## config.mk

```make
export PLATFORM = sky130hd
export DESIGN_NAME = reg_ext_decoder
export DESIGN_NICKNAME = d
export VERILOG_FILES = /design/src/rtl/reg_ext_decoder.sv
export SDC_FILE = /design/constraint.sdc
export NUM_CORES = 1
export LEC_CHECK = 0
export CORE_UTILIZATION = 49
export CTS_CLUSTER_SIZE = 30
export DETAILED_ROUTE_END_ITERATION = 16
export PLACE_DENSITY = 0.77
export SYNTH_ARGS = -nofsm -noshare
export SYNTH_HDL_FRONTEND = slang
export SYNTH_SLANG_ARGS = --single-unit
```

## constraint.sdc

```tcl
create_clock -name clk -period 3.04 [get_ports clk]
set_input_delay 0.608 -clock clk [delete_from_list [all_inputs] [get_ports clk]]
set_output_delay 0.608 -clock clk [all_outputs]
set_load 0.005 [all_outputs]
```

## src/rtl/reg_ext_decoder.sv

```systemverilog
// Extends short register fields with programmable prefixes, registers the extended pair
// behind a valid/ready handshake and tracks in-flight destinations in a busy scoreboard.
module reg_ext_decoder #(
  parameter int unsigned       FW         = 2,
  parameter int unsigned       PW         = 2,
  parameter logic [PW-1:0]     RD_PFX_RST = 2'b11,
  parameter logic [PW-1:0]     RP_PFX_RST = 2'b10,
  localparam int unsigned      AW         = FW + PW,
  localparam int unsigned      NB         = 1 << AW
) (
  input  logic          clk,
  input  logic          rst_n,
  input  logic          i_in_valid,
  output logic          o_in_ready,
  input  logic [FW-1:0] i_in_rd,
  input  logic [FW-1:0] i_in_rp,
  output logic          o_out_valid,
  input  logic          i_out_ready,
  output logic [AW-1:0] o_out_ext_rd,
  output logic [AW-1:0] o_out_ext_rp,
  input  logic          i_cfg_we,
  input  logic          i_cfg_sel,
  input  logic [PW-1:0] i_cfg_pfx,
  input  logic          i_wb_valid,
  input  logic [AW-1:0] i_wb_addr,
  input  logic          i_flush,
  output logic [NB-1:0] o_sb_busy
);

  logic [PW-1:0] r_rd_pfx, r_rp_pfx;
  logic          r_out_valid;
  logic [AW-1:0] r_out_ext_rd, r_out_ext_rp;
  logic [NB-1:0] r_sb_busy;

  logic [AW-1:0] w_ext_rd, w_ext_rp;
  logic [NB-1:0] w_wb_mask, w_eff_busy, w_sb_busy_d;
  logic          w_hazard, w_in_ready, w_accept;

  assign w_ext_rd = {r_rd_pfx, i_in_rd};
  assign w_ext_rp = {r_rp_pfx, i_in_rp};

  // A write-back landing this cycle releases its index for the hazard check already.
  assign w_wb_mask  = i_wb_valid ? ({{(NB-1){1'b0}}, 1'b1} << i_wb_addr) : '0;
  assign w_eff_busy = r_sb_busy & ~w_wb_mask;
  assign w_hazard   = w_eff_busy[w_ext_rp] | w_eff_busy[w_ext_rd];

  assign w_in_ready = (~r_out_valid | i_out_ready) & ~w_hazard & ~i_flush;
  assign w_accept   = i_in_valid & w_in_ready;

  // Clear before set so an accept wins over a write-back to the same index.
  always_comb begin
    w_sb_busy_d = r_sb_busy;
    if (i_flush) begin
      w_sb_busy_d = '0;
    end else begin
      w_sb_busy_d = r_sb_busy & ~w_wb_mask;
      if (w_accept) w_sb_busy_d[w_ext_rd] = 1'b1;
    end
  end

  always_ff @(posedge clk or negedge rst_n) begin
    if (!rst_n) begin
      r_out_valid  <= 1'b0;
      r_out_ext_rd <= '0;
      r_out_ext_rp <= '0;
      r_sb_busy    <= '0;
      r_rd_pfx     <= RD_PFX_RST;
      r_rp_pfx     <= RP_PFX_RST;
    end else begin
      if (i_flush) begin
        r_out_valid <= 1'b0;
      end else if (w_accept) begin
        r_out_valid  <= 1'b1;
        r_out_ext_rd <= w_ext_rd;
        r_out_ext_rp <= w_ext_rp;
      end else if (i_out_ready) begin
        r_out_valid <= 1'b0;
      end
      r_sb_busy <= w_sb_busy_d;
      if (i_cfg_we) begin
        if (i_cfg_sel) r_rp_pfx <= i_cfg_pfx;
        else           r_rd_pfx <= i_cfg_pfx;
      end
    end
  end

  assign o_in_ready   = w_in_ready;
  assign o_out_valid  = r_out_valid;
  assign o_out_ext_rd = r_out_ext_rd;
  assign o_out_ext_rp = r_out_ext_rp;
  assign o_sb_busy    = r_sb_busy;

endmodule

```

**Word level (Yosys, flattened, before mapping)**

Index checks and enable logic that the tools add are counted.

- Muxes and demuxes: 12
- Reduce and logical (&&, ||, !) cells: 5
- Shift-type cells: 1
- Bitwise logic cells: 12
- $lt $le $gt $ge: 3

Operator list:

| kind | count |
|---|---|
| 2-to-1 mux 16 bit | 3 |
| AND 16 bit | 1 |
| NOT 16 bit | 1 |
| OR 16 bit | 1 |
| left shift 1 x 4 -> 16 bit (first input constant) | 1 |
| less-than comparator 4 x 5 -> 1 bit (second input constant) | 2 |
| binary-select mux 1 bit (select 4 bit) | 2 |
| 2-to-1 mux 1 bit | 6 |
| AND reduction 2 bit | 3 |
| demux 1 bit (select 4 bit) | 1 |
| greater-or-equal comparator 4 x 1 -> 1 bit (second input constant) | 1 |
| NOT 1 bit | 4 |
| AND 1 bit | 3 |
| nonzero test 3 bit | 1 |
| OR 1 bit | 2 |
| logical AND 1 bit | 1 |

- Register bits: 29
- Word-level logic and storage cells: 39
- Bits of input ports: 18
- Output and inout port bits: 26

**Logic depth before layout (Yosys ltp)**

- Word-level depth: 13
- Gate-level depth with buffers: 9
- Depth with buffers taken out: 7

**Least setup slack after synthesis**

No wires, ideal clock.

- Path type: input to output
- From: input i_wb_addr[1]
- To: output o_in_ready
- Cell stages on the path: 6
- Arrival: 2.048 ns
- Slack: 0.384 ns
- Cell sequence: or3b_4 o211a_1 a2111oi_2 nor4_1 a41oi_2 o311a_1

- Cells in the longest elaborated chain, start to end: 10

RTL lines:

| element | RTL line | RTL |
|---|---|---|
| start: declaration | 25 | `input logic [AW-1:0] i_wb_addr,` |
| left shift 1 x 4 -> 16 bit (*) | 43 | `assign w_wb_mask = i_wb_valid ? ({{(NB-1){1'b0}}, 1'b1} << i_wb_addr) : '0;` |
| 2-to-1 mux 16 bit (*) | 43 |  |
| NOT 16 bit (*) | 44 | `assign w_eff_busy = r_sb_busy & ~w_wb_mask;` |
| AND 16 bit (*) | 44 |  |
| binary-select mux 1 bit (select 4 bit) | 45 | `assign w_hazard = w_eff_busy[w_ext_rp] \| w_eff_busy[w_ext_rd];` |
| 2-to-1 mux 1 bit (not written as such) | 45 |  |
| OR 1 bit (*) | 45 |  |
| NOT 1 bit (*) | 47 | `assign w_in_ready = (~r_out_valid \| i_out_ready) & ~w_hazard & ~i_flush;` |
| AND 1 bit (*) (2 in a row) | 47 |  |
| end: declaration | 14 | `output logic o_in_ready,` |

Mark *: on every way between the ends. The rest lies on a longest branch, timed or not. The select of a mux whose other input is x is not followed.

**Worst setup path after layout**

Same ends and word-level chain as after synthesis.

==> flow_summary.yaml <==
run_status:
  outcome: "complete, no violations"
floorplan:
  die_x_um: 62.09
  die_area_sq_um: 3855
  rows: 21
  coreArea_sq_um: 3390
  die_y_um: 62.09
  ios: 44
  start_util: 0.5220
sta:
  finalClockSkew_ns: 0.01958
  fin_crit_ns: 2.962
  finalHoldViolCount: 0
  finalSetupViolCount: 0
  worst_pin_slew_ns: 0.4454
  slew_headroom: 0.7031
  setup_ws_ns: 0.07831
  slew_viol_final: 0
  post-route-period-util: 0.9742
  fmax_ghz: 0.3376
power:
  p_switching_w: 0.0003474
  p_comb_frac: 0.352
  pwr_density_cell_nw_per_um2: 423.8
  clockPowerShare: 0.208
  ir_drop_mv: 0.3496
  power_w: 0.001158
  power_frac_seq: 0.440
  p_sw_frac: 0.3002
  power_leakage_nw: 1.147
  p_int_w: 0.0008101
synth:
  synth_mux_area_frac: 0.09972
  synth_seq_cells: 29
  syn_nets: 197
  netlist_area_sq_um: 1769
  synth_top_family_by_area: "compound AO/OA/AOI/OAI gates"
  synth_compound_area_frac: 0.2666
  ys_async_sr_fraction: 1.000
  ys_types: 42
  yosysTopAreaCell: "dfrtp_1"
  synth_edf_count: 0
  synth-main-ff-cell: "dfrtp_1"
  ys.warnings.count: 0
  syn_inst: 179
  synth_area_per_cell_sq_um: 9.884
  yosys.area_share.simple: 0.1726
  synth_area_leaders: "dfrtp_1, o32ai_1, mux2_2, nand2_1, dfstp_2"
  synth_top_area_frac: 0.3678
  synth_xor_area_frac: 0
  synth_seq_area_share: 0.4123
  synthAdderAreaFrac: 0
clock_network:
  clk_pin_slew_worst_paths_ns: 0.07
  root_buffer: "clkbuf_4"
  cts_hold_buf: 0
  insertion_delay_ns: 0.33
  tritoncts: "yes"
  htreeDepth: 2
  cts_max_path_buffers: 2
  cts_buffers: 5
  numClockSinks: 29
grt:
  overflow: 0
  grt_max_degree: 30
  grt_first_pass_wirelength_um: 9321
  grt_usage: 0.3466
  first_global_vias: 1926
  antenna_found_initial: 0
critical_path:
  cp.arrival_ns: 2.35
  startpoint_type: "input port"
  worst-setup-path-type: "in2out"
  cp_max_fo: 5
  cp.required_ns: 2.43
  cp-end-kind: "output port"
finish:
  final_cell_area_sq_um: 2731
  fin_util: 0.8058
  drive_gt1_frac: 0.3910
  fin_nets: 283
  n_fill_cell: 228
  area_delta_synth_final_pct: 54.38
  antenna_cells: 0
place:
  dp_hpwl_um: 4200
  place_ws_ns: -0.7125
  globalplace.congestion: 1.046
  io_buffers: 43
  place_area_sq_um: 2539
drt:
  remaining_drc_errors: 0
  routed_wl_um: 6026
  vias_per_cell: 6.131
  drtIter0Drc: 164
  antenna_left: 0
  num_vias: 1913
  dr.pass1.iters: 4
  routedWlPerCell_um: 19.31
run:
  maxCapViolations: 0
worst_hold_path:
  holdCritPathClass: "reg2reg"
synthesized netlist by cell type, types with 2 or more instances:
master      n
mux2i_1     3
or2_2       6
inv_1       8
o31ai_1     2
o211a_1     2
o211ai_1    2
nand2_1    22
a211oi_1    3
nand3_1     3
a211o_1     3
buf_6       2
o32ai_1    14
nor2_1      6
dfrtp_1    26
nor4_1      2
nand2b_1    8
o21ai_0    12
mux2_4      3
mux2_2      9
clkbuf_1    8
o2111ai_1   6
dfstp_2     3
nor2b_1     7
through the flow:
step	std cells	setup TNS (ns)	hold slack [ns]
floorplan	179	0	0.3124
global placement	302	-3.865	0.4861
detailed placement	302	-6.402	0.4940
CTS	312	0	0.5187
global route	312	-0.01034	0.5337
finish	312	0	0.5136
final timing paths:
kind / from / endpoint / slack (ns) / cells after the start
min in group asynchronous: rst_n / o_out_ext_rd[3]$_DFFE_PN0P_ / 0.64 / 2
max in group asynchronous: rst_n / r_rd_pfx[1]$_DFFE_PN1P_ / 2.07 / 2
min: o_out_ext_rd[2]$_DFFE_PN0P_ / o_out_ext_rd[2]$_DFFE_PN0P_ / 0.51 / 1
min reg2reg: o_out_ext_rd[2]$_DFFE_PN0P_ / o_out_ext_rd[2]$_DFFE_PN0P_ / 0.51 / 1
max: i_wb_addr[1] / o_in_ready / 0.08 / 8
max reg2reg: r_rd_pfx[1]$_DFFE_PN1P_ / o_sb_busy[14]$_DFF_PN0_ / 0.67 / 8
power by group through the flow:
stage	Combinational, W	Clock, W	Sequential (W)
final	0.000407	0.000241	0.000509
after global routing	0.000435	0.000264	0.000519
after CTS	0.000398	0.000250	0.000508
after detailed placement	0.000380	0	0.000514
after global placement	0.000372	0	0.000511
after floorplan	0.000171	0	0.000497
per-layer routing:
layer,global-route usage,vias to the layer above,routed length (um)
li1,-,857,-
met2,0.5775,104,3000
met3,0.07246,22,397
met5,0,-,0
met4,0.2000,0,256
met1,0.4128,930,2372
logic make-up (layout without fill, tap and decap cells):
logic type,Yosys count,count (layout)
buffers and inverters,19,106
flip-flops,29,29
AND/OR/NAND/NOR,59,59
AO/OA/AOI/OAI,57,57
multiplexers,15,15
repair_timing:
item	in CTS	in global routing
gates resized for setup	42	16
setup endpoints to repair	1	1
pin swaps	12	8
buffers inserted	2	0
layout by cell type (no fill, tap or decap), types with 2 or more instances in the layout:
cell type	count
buf_4	44
o31ai_1	2
a211o_1	3
o21ai_1	5
nand3_1	2
mux2_2	9
or2_2	5
clkbuf_1	2
clkbuf_2	3
o32ai_1	14
o211a_1	2
mux2i_1	3
nand2b_1	7
clkdlybuf4s50_1	34
o2111ai_1	5
dfrtp_1	26
inv_1	8
o21ai_0	5
nor2_1	4
nor2_2	2
o21ai_2	3
mux2_4	3
dlymetal6s2s_1	2
buf_6	3
nand2_1	20
a211oi_1	3
clkbuf_4	5
nand2_2	2
buf_2	2
nor2b_1	6
dfstp_2	3
o211ai_1	2
state kept, by name (all words and copies together), names as in the netlist:
signal,cells
r_rd_pfx,2
o_out_ext_rp,4
r_rp_pfx,2
o_out_valid,1
o_out_ext_rd,4
o_sb_busy,16
layout make-up:
class / instances / area (sq um) / share of cell area
clock buffer: 8 / 58.81 / 0.02153
inverter: 8 / 30.03 / 0.01099
multi-input combinational: 131 / 1082 / 0.3962
sequential: 29 / 729.5 / 0.2671
tap: 46 / 57.56 / 0.02107
timing repair buffer: 90 / 773.2 / 0.2831
critical path: stages:
cell and delay, ns:
clkbuf_2 0.10, nand3b_1 0.31, o211ai_1 0.29, o21ai_1 0.11
o32a_1 0.38, a41oi_2 0.21, o311a_1 0.21, buf_2 0.12
Power figures use the tool's default switching activity.
